==> src/rtl/sram_phy_seq_if.sv <==
// Request/response bus and SRAM pad signals for the word-to-halfword SRAM sequencer.
interface sram_phy_seq_if;
  logic        start;
  logic [7:0]  cmd;
  logic [31:0] addr;
  logic [31:0] wdata;
  logic [3:0]  wstrb;
  logic        busy;
  logic        done;
  logic [31:0] rdata;
  logic [17:0] sram_a;
  logic [15:0] sram_dq_i;
  logic [15:0] sram_dq_o;
  logic        sram_dq_oe;
  logic        sram_cs_n;
  logic        sram_oe_n;
  logic        sram_we_n;
  logic        sram_ub_n;
  logic        sram_lb_n;

  modport slave (
    input  start, cmd, addr, wdata, wstrb, sram_dq_i,
    output busy, done, rdata, sram_a, sram_dq_o, sram_dq_oe,
           sram_cs_n, sram_oe_n, sram_we_n, sram_ub_n, sram_lb_n
  );

  modport master (
    output start, cmd, addr, wdata, wstrb, sram_dq_i,
    input  busy, done, rdata, sram_a, sram_dq_o, sram_dq_oe,
           sram_cs_n, sram_oe_n, sram_we_n, sram_ub_n, sram_lb_n
  );
endinterface

==> src/rtl/sram_phy_seq.sv <==
// Splits each 32-bit request into two timed 16-bit cycles on an asynchronous 256Kx16 SRAM.
// All outputs are registered from the next-state decode so they line up with the state.
module sram_phy_seq #(
  parameter int unsigned ACCESS_CYCLES = 2
) (
  input  logic          clk,
  input  logic          reset,
  sram_phy_seq_if.slave bus
);

  typedef enum logic [3:0] {
    IDLE, RD_LO, RD_HI,
    WR_LO_SU, WR_LO_WE, WR_LO_HD,
    WR_HI_SU, WR_HI_WE, WR_HI_HD,
    DONE
  } state_t;

  localparam logic [3:0] LAST_CNT = 4'(ACCESS_CYCLES - 1);
  localparam logic [7:0] CMD_RD   = 8'h01;
  localparam logic [7:0] CMD_WR   = 8'h02;

  state_t      state_q, state_d;
  logic [3:0]  cnt_q, cnt_d;
  logic        timer_end;

  logic [16:0] word_q;
  logic [31:0] wdata_q;
  logic [3:0]  wstrb_q;
  logic [16:0] word_eff;
  logic [31:0] wdata_eff;
  logic [3:0]  wstrb_eff;

  logic        busy_q, busy_d;
  logic        done_q, done_d;
  logic [31:0] rdata_q;
  logic [17:0] a_q, a_d;
  logic [15:0] dq_o_q, dq_o_d;
  logic        dq_oe_q, dq_oe_d;
  logic        cs_n_q, cs_n_d;
  logic        oe_n_q, oe_n_d;
  logic        we_n_q, we_n_d;
  logic        ub_n_q, ub_n_d;
  logic        lb_n_q, lb_n_d;

  logic        unused_addr_bits;
  assign unused_addr_bits = ^{bus.addr[31:19], bus.addr[1:0]};

  assign timer_end = (cnt_q == LAST_CNT);

  // Leaving IDLE the latches are not loaded yet, so outputs come straight from the request
  always_comb begin
    word_eff  = word_q;
    wdata_eff = wdata_q;
    wstrb_eff = wstrb_q;
    if (state_q == IDLE) begin
      word_eff  = bus.addr[18:2];
      wdata_eff = bus.wdata;
      wstrb_eff = bus.wstrb;
    end
  end

  always_comb begin
    state_d = state_q;
    unique case (state_q)
      IDLE: begin
        if (bus.start) begin
          if (bus.cmd == CMD_RD)           state_d = RD_LO;
          else if (bus.cmd == CMD_WR) begin
            if (|bus.wstrb[1:0])           state_d = WR_LO_SU;
            else if (|bus.wstrb[3:2])      state_d = WR_HI_SU;
            else                           state_d = DONE;
          end
          else                             state_d = DONE;
        end
      end
      RD_LO:    if (timer_end) state_d = RD_HI;
      RD_HI:    if (timer_end) state_d = DONE;
      WR_LO_SU: state_d = WR_LO_WE;
      WR_LO_WE: if (timer_end) state_d = WR_LO_HD;
      WR_LO_HD: state_d = (|wstrb_q[3:2]) ? WR_HI_SU : DONE;
      WR_HI_SU: state_d = WR_HI_WE;
      WR_HI_WE: if (timer_end) state_d = WR_HI_HD;
      WR_HI_HD: state_d = DONE;
      DONE:     state_d = IDLE;
      default:  state_d = IDLE;
    endcase

    cnt_d = 4'd0;
    if ((state_d == state_q) &&
        (state_q == RD_LO || state_q == RD_HI || state_q == WR_LO_WE || state_q == WR_HI_WE))
      cnt_d = cnt_q + 4'd1;
  end

  // Pad controls for the state being entered; address and data hold when idle
  always_comb begin
    busy_d  = (state_d != IDLE);
    done_d  = (state_d == DONE);
    a_d     = a_q;
    dq_o_d  = dq_o_q;
    dq_oe_d = 1'b0;
    cs_n_d  = 1'b1;
    oe_n_d  = 1'b1;
    we_n_d  = 1'b1;
    ub_n_d  = 1'b1;
    lb_n_d  = 1'b1;
    unique case (state_d)
      RD_LO, RD_HI: begin
        a_d    = {word_eff, (state_d == RD_HI)};
        cs_n_d = 1'b0;
        oe_n_d = 1'b0;
        ub_n_d = 1'b0;
        lb_n_d = 1'b0;
      end
      WR_LO_SU, WR_LO_WE, WR_LO_HD: begin
        a_d     = {word_eff, 1'b0};
        dq_o_d  = wdata_eff[15:0];
        dq_oe_d = 1'b1;
        cs_n_d  = 1'b0;
        we_n_d  = (state_d != WR_LO_WE);
        ub_n_d  = ~wstrb_eff[1];
        lb_n_d  = ~wstrb_eff[0];
      end
      WR_HI_SU, WR_HI_WE, WR_HI_HD: begin
        a_d     = {word_eff, 1'b1};
        dq_o_d  = wdata_eff[31:16];
        dq_oe_d = 1'b1;
        cs_n_d  = 1'b0;
        we_n_d  = (state_d != WR_HI_WE);
        ub_n_d  = ~wstrb_eff[3];
        lb_n_d  = ~wstrb_eff[2];
      end
      default: ;
    endcase
  end

  always_ff @(posedge clk or posedge reset) begin
    if (reset) begin
      state_q <= IDLE;
      cnt_q   <= 4'd0;
      busy_q  <= 1'b0;
      done_q  <= 1'b0;
      rdata_q <= 32'd0;
      a_q     <= 18'd0;
      dq_o_q  <= 16'd0;
      dq_oe_q <= 1'b0;
      cs_n_q  <= 1'b1;
      oe_n_q  <= 1'b1;
      we_n_q  <= 1'b1;
      ub_n_q  <= 1'b1;
      lb_n_q  <= 1'b1;
    end else begin
      state_q <= state_d;
      cnt_q   <= cnt_d;
      busy_q  <= busy_d;
      done_q  <= done_d;
      a_q     <= a_d;
      dq_o_q  <= dq_o_d;
      dq_oe_q <= dq_oe_d;
      cs_n_q  <= cs_n_d;
      oe_n_q  <= oe_n_d;
      we_n_q  <= we_n_d;
      ub_n_q  <= ub_n_d;
      lb_n_q  <= lb_n_d;
      // Sample the pad at the end of the final access cycle of each read half
      if (state_q == RD_LO && timer_end) rdata_q[15:0]  <= bus.sram_dq_i;
      if (state_q == RD_HI && timer_end) rdata_q[31:16] <= bus.sram_dq_i;
    end
  end

  always_ff @(posedge clk) begin
    if (state_q == IDLE && bus.start) begin
      word_q  <= bus.addr[18:2];
      wdata_q <= bus.wdata;
      wstrb_q <= bus.wstrb;
    end
  end

  assign bus.busy       = busy_q;
  assign bus.done       = done_q;
  assign bus.rdata      = rdata_q;
  assign bus.sram_a     = a_q;
  assign bus.sram_dq_o  = dq_o_q;
  assign bus.sram_dq_oe = dq_oe_q;
  assign bus.sram_cs_n  = cs_n_q;
  assign bus.sram_oe_n  = oe_n_q;
  assign bus.sram_we_n  = we_n_q;
  assign bus.sram_ub_n  = ub_n_q;
  assign bus.sram_lb_n  = lb_n_q;

endmodule
==> src/flat_wrapper.sv <==
// flat-port wrapper written by rule: the top's interface ports become plain ports
module sram_phy_seq_flat 
#(
  parameter int unsigned ACCESS_CYCLES = 2
)
  (clk, reset, bus_start, bus_cmd, bus_addr, bus_wdata, bus_wstrb, bus_sram_dq_i, bus_busy, bus_done, bus_rdata, bus_sram_a, bus_sram_dq_o, bus_sram_dq_oe, bus_sram_cs_n, bus_sram_oe_n, bus_sram_we_n, bus_sram_ub_n, bus_sram_lb_n);
  sram_phy_seq_if bus_i ();
  input  logic clk;
  input  logic reset;
  input wire logic [$bits(bus_i.start)-1:0] bus_start;
  input wire logic [$bits(bus_i.cmd)-1:0] bus_cmd;
  input wire logic [$bits(bus_i.addr)-1:0] bus_addr;
  input wire logic [$bits(bus_i.wdata)-1:0] bus_wdata;
  input wire logic [$bits(bus_i.wstrb)-1:0] bus_wstrb;
  input wire logic [$bits(bus_i.sram_dq_i)-1:0] bus_sram_dq_i;
  output wire logic [$bits(bus_i.busy)-1:0] bus_busy;
  output wire logic [$bits(bus_i.done)-1:0] bus_done;
  output wire logic [$bits(bus_i.rdata)-1:0] bus_rdata;
  output wire logic [$bits(bus_i.sram_a)-1:0] bus_sram_a;
  output wire logic [$bits(bus_i.sram_dq_o)-1:0] bus_sram_dq_o;
  output wire logic [$bits(bus_i.sram_dq_oe)-1:0] bus_sram_dq_oe;
  output wire logic [$bits(bus_i.sram_cs_n)-1:0] bus_sram_cs_n;
  output wire logic [$bits(bus_i.sram_oe_n)-1:0] bus_sram_oe_n;
  output wire logic [$bits(bus_i.sram_we_n)-1:0] bus_sram_we_n;
  output wire logic [$bits(bus_i.sram_ub_n)-1:0] bus_sram_ub_n;
  output wire logic [$bits(bus_i.sram_lb_n)-1:0] bus_sram_lb_n;
  assign bus_i.start = bus_start;
  assign bus_i.cmd = bus_cmd;
  assign bus_i.addr = bus_addr;
  assign bus_i.wdata = bus_wdata;
  assign bus_i.wstrb = bus_wstrb;
  assign bus_i.sram_dq_i = bus_sram_dq_i;
  assign bus_busy = bus_i.busy;
  assign bus_done = bus_i.done;
  assign bus_rdata = bus_i.rdata;
  assign bus_sram_a = bus_i.sram_a;
  assign bus_sram_dq_o = bus_i.sram_dq_o;
  assign bus_sram_dq_oe = bus_i.sram_dq_oe;
  assign bus_sram_cs_n = bus_i.sram_cs_n;
  assign bus_sram_oe_n = bus_i.sram_oe_n;
  assign bus_sram_we_n = bus_i.sram_we_n;
  assign bus_sram_ub_n = bus_i.sram_ub_n;
  assign bus_sram_lb_n = bus_i.sram_lb_n;
  sram_phy_seq #(.ACCESS_CYCLES(ACCESS_CYCLES)) u_core (.clk(clk), .reset(reset), .bus(bus_i));
endmodule
==> config.mk <==
export PLATFORM = sky130hd
export DESIGN_NAME = sram_phy_seq_flat
export DESIGN_NICKNAME = d
export VERILOG_FILES = /design/src/rtl/sram_phy_seq_if.sv /design/src/rtl/sram_phy_seq.sv /design/src/flat_wrapper.sv
export SDC_FILE = /design/constraint.sdc
export NUM_CORES = 1
export LEC_CHECK = 0
export ABC_AREA = 0
export ABC_CLOCK_PERIOD_IN_PS = 4850
export CORE_AREA = 4 4 117 119
export CTS_CLUSTER_DIAMETER = 50
export DETAILED_ROUTE_END_ITERATION = 6
export DIE_AREA = 0 0 121 123
export PLACE_DENSITY = 0.78
export SLEW_MARGIN = 20
export SYNTH_ARGS = -nofsm -noshare
export SYNTH_HDL_FRONTEND = slang
export SYNTH_SLANG_ARGS = --single-unit
==> constraint.sdc <==
create_clock -name clk -period 4.85 [get_ports clk]
set_clock_uncertainty 0.2 [all_clocks]
set_input_delay 1.455 -clock clk [delete_from_list [all_inputs] [get_ports clk]]
set_output_delay 1.455 -clock clk [all_outputs]
set_load 0.01 [all_outputs]
==> results.md <==
- Outcome: finished clean
- Root Driver: clkbuf_16
- RSZ-0062 raised after global routing: false
- H-tree depth: 4
- Core Rows: 41
- Crit path largest cell delay: 0.57 ns
- Total Wirelength: ~14 mm
- Post-synth EDFFs: 53
- Hold buffers post-CTS: 0
- Distinct cells, synth: 47
- Worst-Skew Late Latency: 0.41 ns
- Nets@finish: 710
- CTS tree: yes
- Total CTS buffers: 17
- Commonest non-fill, non-tap cells in the layout: clkdlybuf4s50_1 (153), nand2_1 (104), dfrtp_1 (77), edfxtp_1 (53), mux2_2 (49)
- Die Height: roughly 120 um
- Min Tclk post-route: between 4 and 5 ns
- Crit path required time: slightly below 5 ns
- Share of cells above drive strength 1: between 15 and 20%
- Buffers added on ports: 153
- CP Max Fanout: 11
- Vias per std cell: 5.22
- CP Data Arrival Time: roughly 4.2 ns
- Crit start category: input pin
- Pin count of the biggest net entering global routing: 54
- Mapped Nets: 553
- Fillers: 981
- Min-Delay Path Depth: 1
- Worst-path cell chain: clkdlybuf4s50_1 > nor4_1 > nand3_1 > o21ai_0 > nor3b_2 > buf_4 > o41ai_4 > nor2_2 > inv_2 > o21a_1
- Clock transition at path regs: 0.06 ns
- Post-synthesis cell count: 456
- Pwr Density: 690 nW/um2
- Critical path's top delay family: simple AND/OR/NAND/NOR gates
- Post CTS Setup Buffer Count: 0
- Switching Power: between 0.0015 and 0.002 W
- Initial core utilization: 45.4%
- # setup viols final: 0
- GRT Overall Usage: 19.2%
- Clock Sinks: around 140
- Worst slew margin: 43.0%
- Placer Congestion: 0.775
- Critical path capture point type: register
- Ant diodes: 0
- Fmax: 0.244 GHz
- Die area: 14900 um2
- Top FF cell, synth: dfrtp_1
- Worst ir drop on vdd: 0.000363 V
- Worst path slowest cell: nor4_1
- Wire per inst: ~18 um
- Kind of critical path: input pin to register
- Most common cell after layout, fill and taps aside: clkdlybuf4s50_1
- Pin slew with the least headroom to its limit: approximately 0.85 ns
- Post-synthesis sequential area ratio: 64.0%
- Post-DP HPWL: 9.84 mm
- Final Max Tran Viols: 0
- Max cap viols: 0
- Hold/Removal Path Class: register to register
- Ys async rst share: between 60% and 70%
- Crit path buf inv count: 3
- Clock group share of total power: 22.9%
- Final ANT Viol Nets: 0
- Cell leakage power: 3.22 nW
- Seq cells post-synth: 135
- Cell count along the critical path: 10
- Via count: 4167
- Post-CTS Resized: 0
- DRT iter0 DRCs: roughly 220
- P_int: 0.00363 W
- Core ar.: 12600 um2
- Count of final hold-check violations: 0
- # DRC: 0
- Number of global-route vias before repair: about 4400
- Mapped cell area: 5710 um2
- Switching share of power: 34.3%
- Logic gate share of total power: 42.9%
- Num ports: 169
- Die Span X: around 120 um
- First-pass GRT wire length: about 22 mm
- Seq pwr share: 34.2%
- Synthesized area per cell: 12.5 um2
- Initial antenna violation count: 0
- Yosys warnings: 0
- Clk buf depth: 2
- Fin crit share: 84.6%
- Area Overhead vs Synth: 40.4%
- Total grt overflow: 0
- Placed Area: 7420 um2
- Setup_tns: 0 ns
- R2R depth: 9
- Drt first pass iters: 4
- Post-route design area: 8010 um2
-- power groups by stage --
| stage | registers (W) | clock network (W) | logic [W] |
|---|---|---|---|
| after floorplan | 0.00197 | 0 | 0.00132 |
| after global placement | 0.00189 | 0 | 0.00232 |
| after detailed placement | 0.00191 | 0 | 0.00239 |
| after CTS | 0.00189 | 0.00129 | 0.00241 |
| after global routing | 0.00194 | 0.00134 | 0.00258 |
| final | 0.00189 | 0.00127 | 0.00237 |
-- through the flow --
| stage | hold slack (ns) | instances | setup WS (ns) | util [%] | power [W] |
|---|---|---|---|---|---|
| 6_report | 0.295 | 798 | 0.746 | 63.8 | 0.00553 |
| 5_1_grt | 0.314 | 798 | 0.513 | 63.8 | 0.00586 |
| 4_1_cts | 0.299 | 798 | 0.751 | 63.8 | 0.00559 |
| 3_5_place_dp | 0.279 | 766 | 0.333 | 59.1 | 0.00430 |
| 3_3_place_gp | 0.272 | 766 | 0.414 | 59.1 | 0.00421 |
| 2_1_floorplan | 0.271 | 456 | 0.725 | - | 0.00329 |
-- synthesized netlist by cell type, types with 2 or more instances --
cell type / number / area (um2)
a211o_1: 6 / 52.6
a21o_1: 2 / 15.0
a21oi_1: 20 / 100
a221o_1: 2 / 20.0
a22oi_1: 2 / 15.0
a31oi_1: 3 / 18.8
a32oi_1: 11 / 96.3
buf_2: 8 / 40.0
clkbuf_1: 13 / 48.8
dfrtp_1: 77 / 1930
dfstp_2: 5 / 131
edfxtp_1: 53 / 1590
ha_1: 2 / 25.0
inv_1: 7 / 26.3
mux2_2: 49 / 552
mux2i_1: 14 / 140
nand2_1: 104 / 390
nand2b_1: 5 / 31.3
nand3_1: 5 / 25.0
nor2_1: 12 / 45.0
nor2b_1: 2 / 12.5
nor3_1: 8 / 40.0
nor3b_2: 2 / 25.0
nor4_1: 2 / 12.5
o21a_1: 10 / 75.1
o21ai_0: 9 / 45.0
or3_1: 2 / 12.5
xnor2_1: 2 / 17.5
-- cell families after synthesis --
| logic type | count (synthesis) | share of synthesized area, % |
|---|---|---|
| buffers and inverters | 32 | 2.48 |
| multiplexers | 63 | 12.1 |
| adder cells (fa/ha/maj) | 2 | 0.439 |
| flip-flops | 135 | 64.0 |
| AO/OA/AOI/OAI | 73 | 9.28 |
| AND/OR/NAND/NOR | 148 | 11.2 |
| XOR/XNOR | 3 | 0.461 |
-- worst paths after layout --
check,startpoint,end,slack (ns)
max,bus_cmd[3],u_core.bus.sram_dq_o[12],0.75
min,u_core.bus.sram_dq_o[8],u_core.bus.sram_dq_o[8],0.29
max reg2reg,u_core.state_q[2],u_core.bus.sram_dq_o[12],1.89
min reg2reg,u_core.bus.sram_dq_o[8],u_core.bus.sram_dq_o[8],0.29
max in group asynchronous,reset,u_core.bus.sram_ub_n,2.44
min in group asynchronous,reset,u_core.bus.rdata[15],1.20
-- flip-flops by register name, summed over array words and instances (netlist names), 4 cells and up --
register              flops
u_core.state_q            4
u_core.bus.sram_dq_o     16
u_core.word_q            17
u_core.wstrb_q            4
u_core.bus.rdata         32
u_core.wdata_q           32
u_core.cnt_q              4
u_core.bus.sram_a        18
-- layout make-up --
class / instances / area, um2 / area share (%)
multi-input combinational: 289 / 1930 / 24.1
timing repair buffer: 162 / 1600 / 20.0
clock buffer: 19 / 443 / 5.53
sequential: 135 / 3650 / 45.5
tap: 172 / 215 / 2.69
inverter: 8 / 31.3 / 0.390
clock inverter: 13 / 146 / 1.83
-- worst register-to-register path: stages, from the launching register on --
cell	delay (ns)
dfrtp_1	0.58
nor2_1	0.23
nand2_1	0.07
buf_4	0.26
or3_1	0.46
o21ai_2	0.20
o41ai_4	0.16
nor2_2	0.29
inv_2	0.19
o21a_1	0.21
-- layer usage --
| layer | GRT usage (%) | share of wire [%] | wire (um) |
|---|---|---|---|
| met1 | 22.0 | 39 | 5530 |
| met2 | 34.8 | 54 | 7640 |
| met3 | 5.44 | 4.8 | 680 |
| met4 | 6.23 | 1.4 | 193 |
| met5 | 0 | 0 | 0 |
No activity file was read; power rests on OpenSTA's default activity.
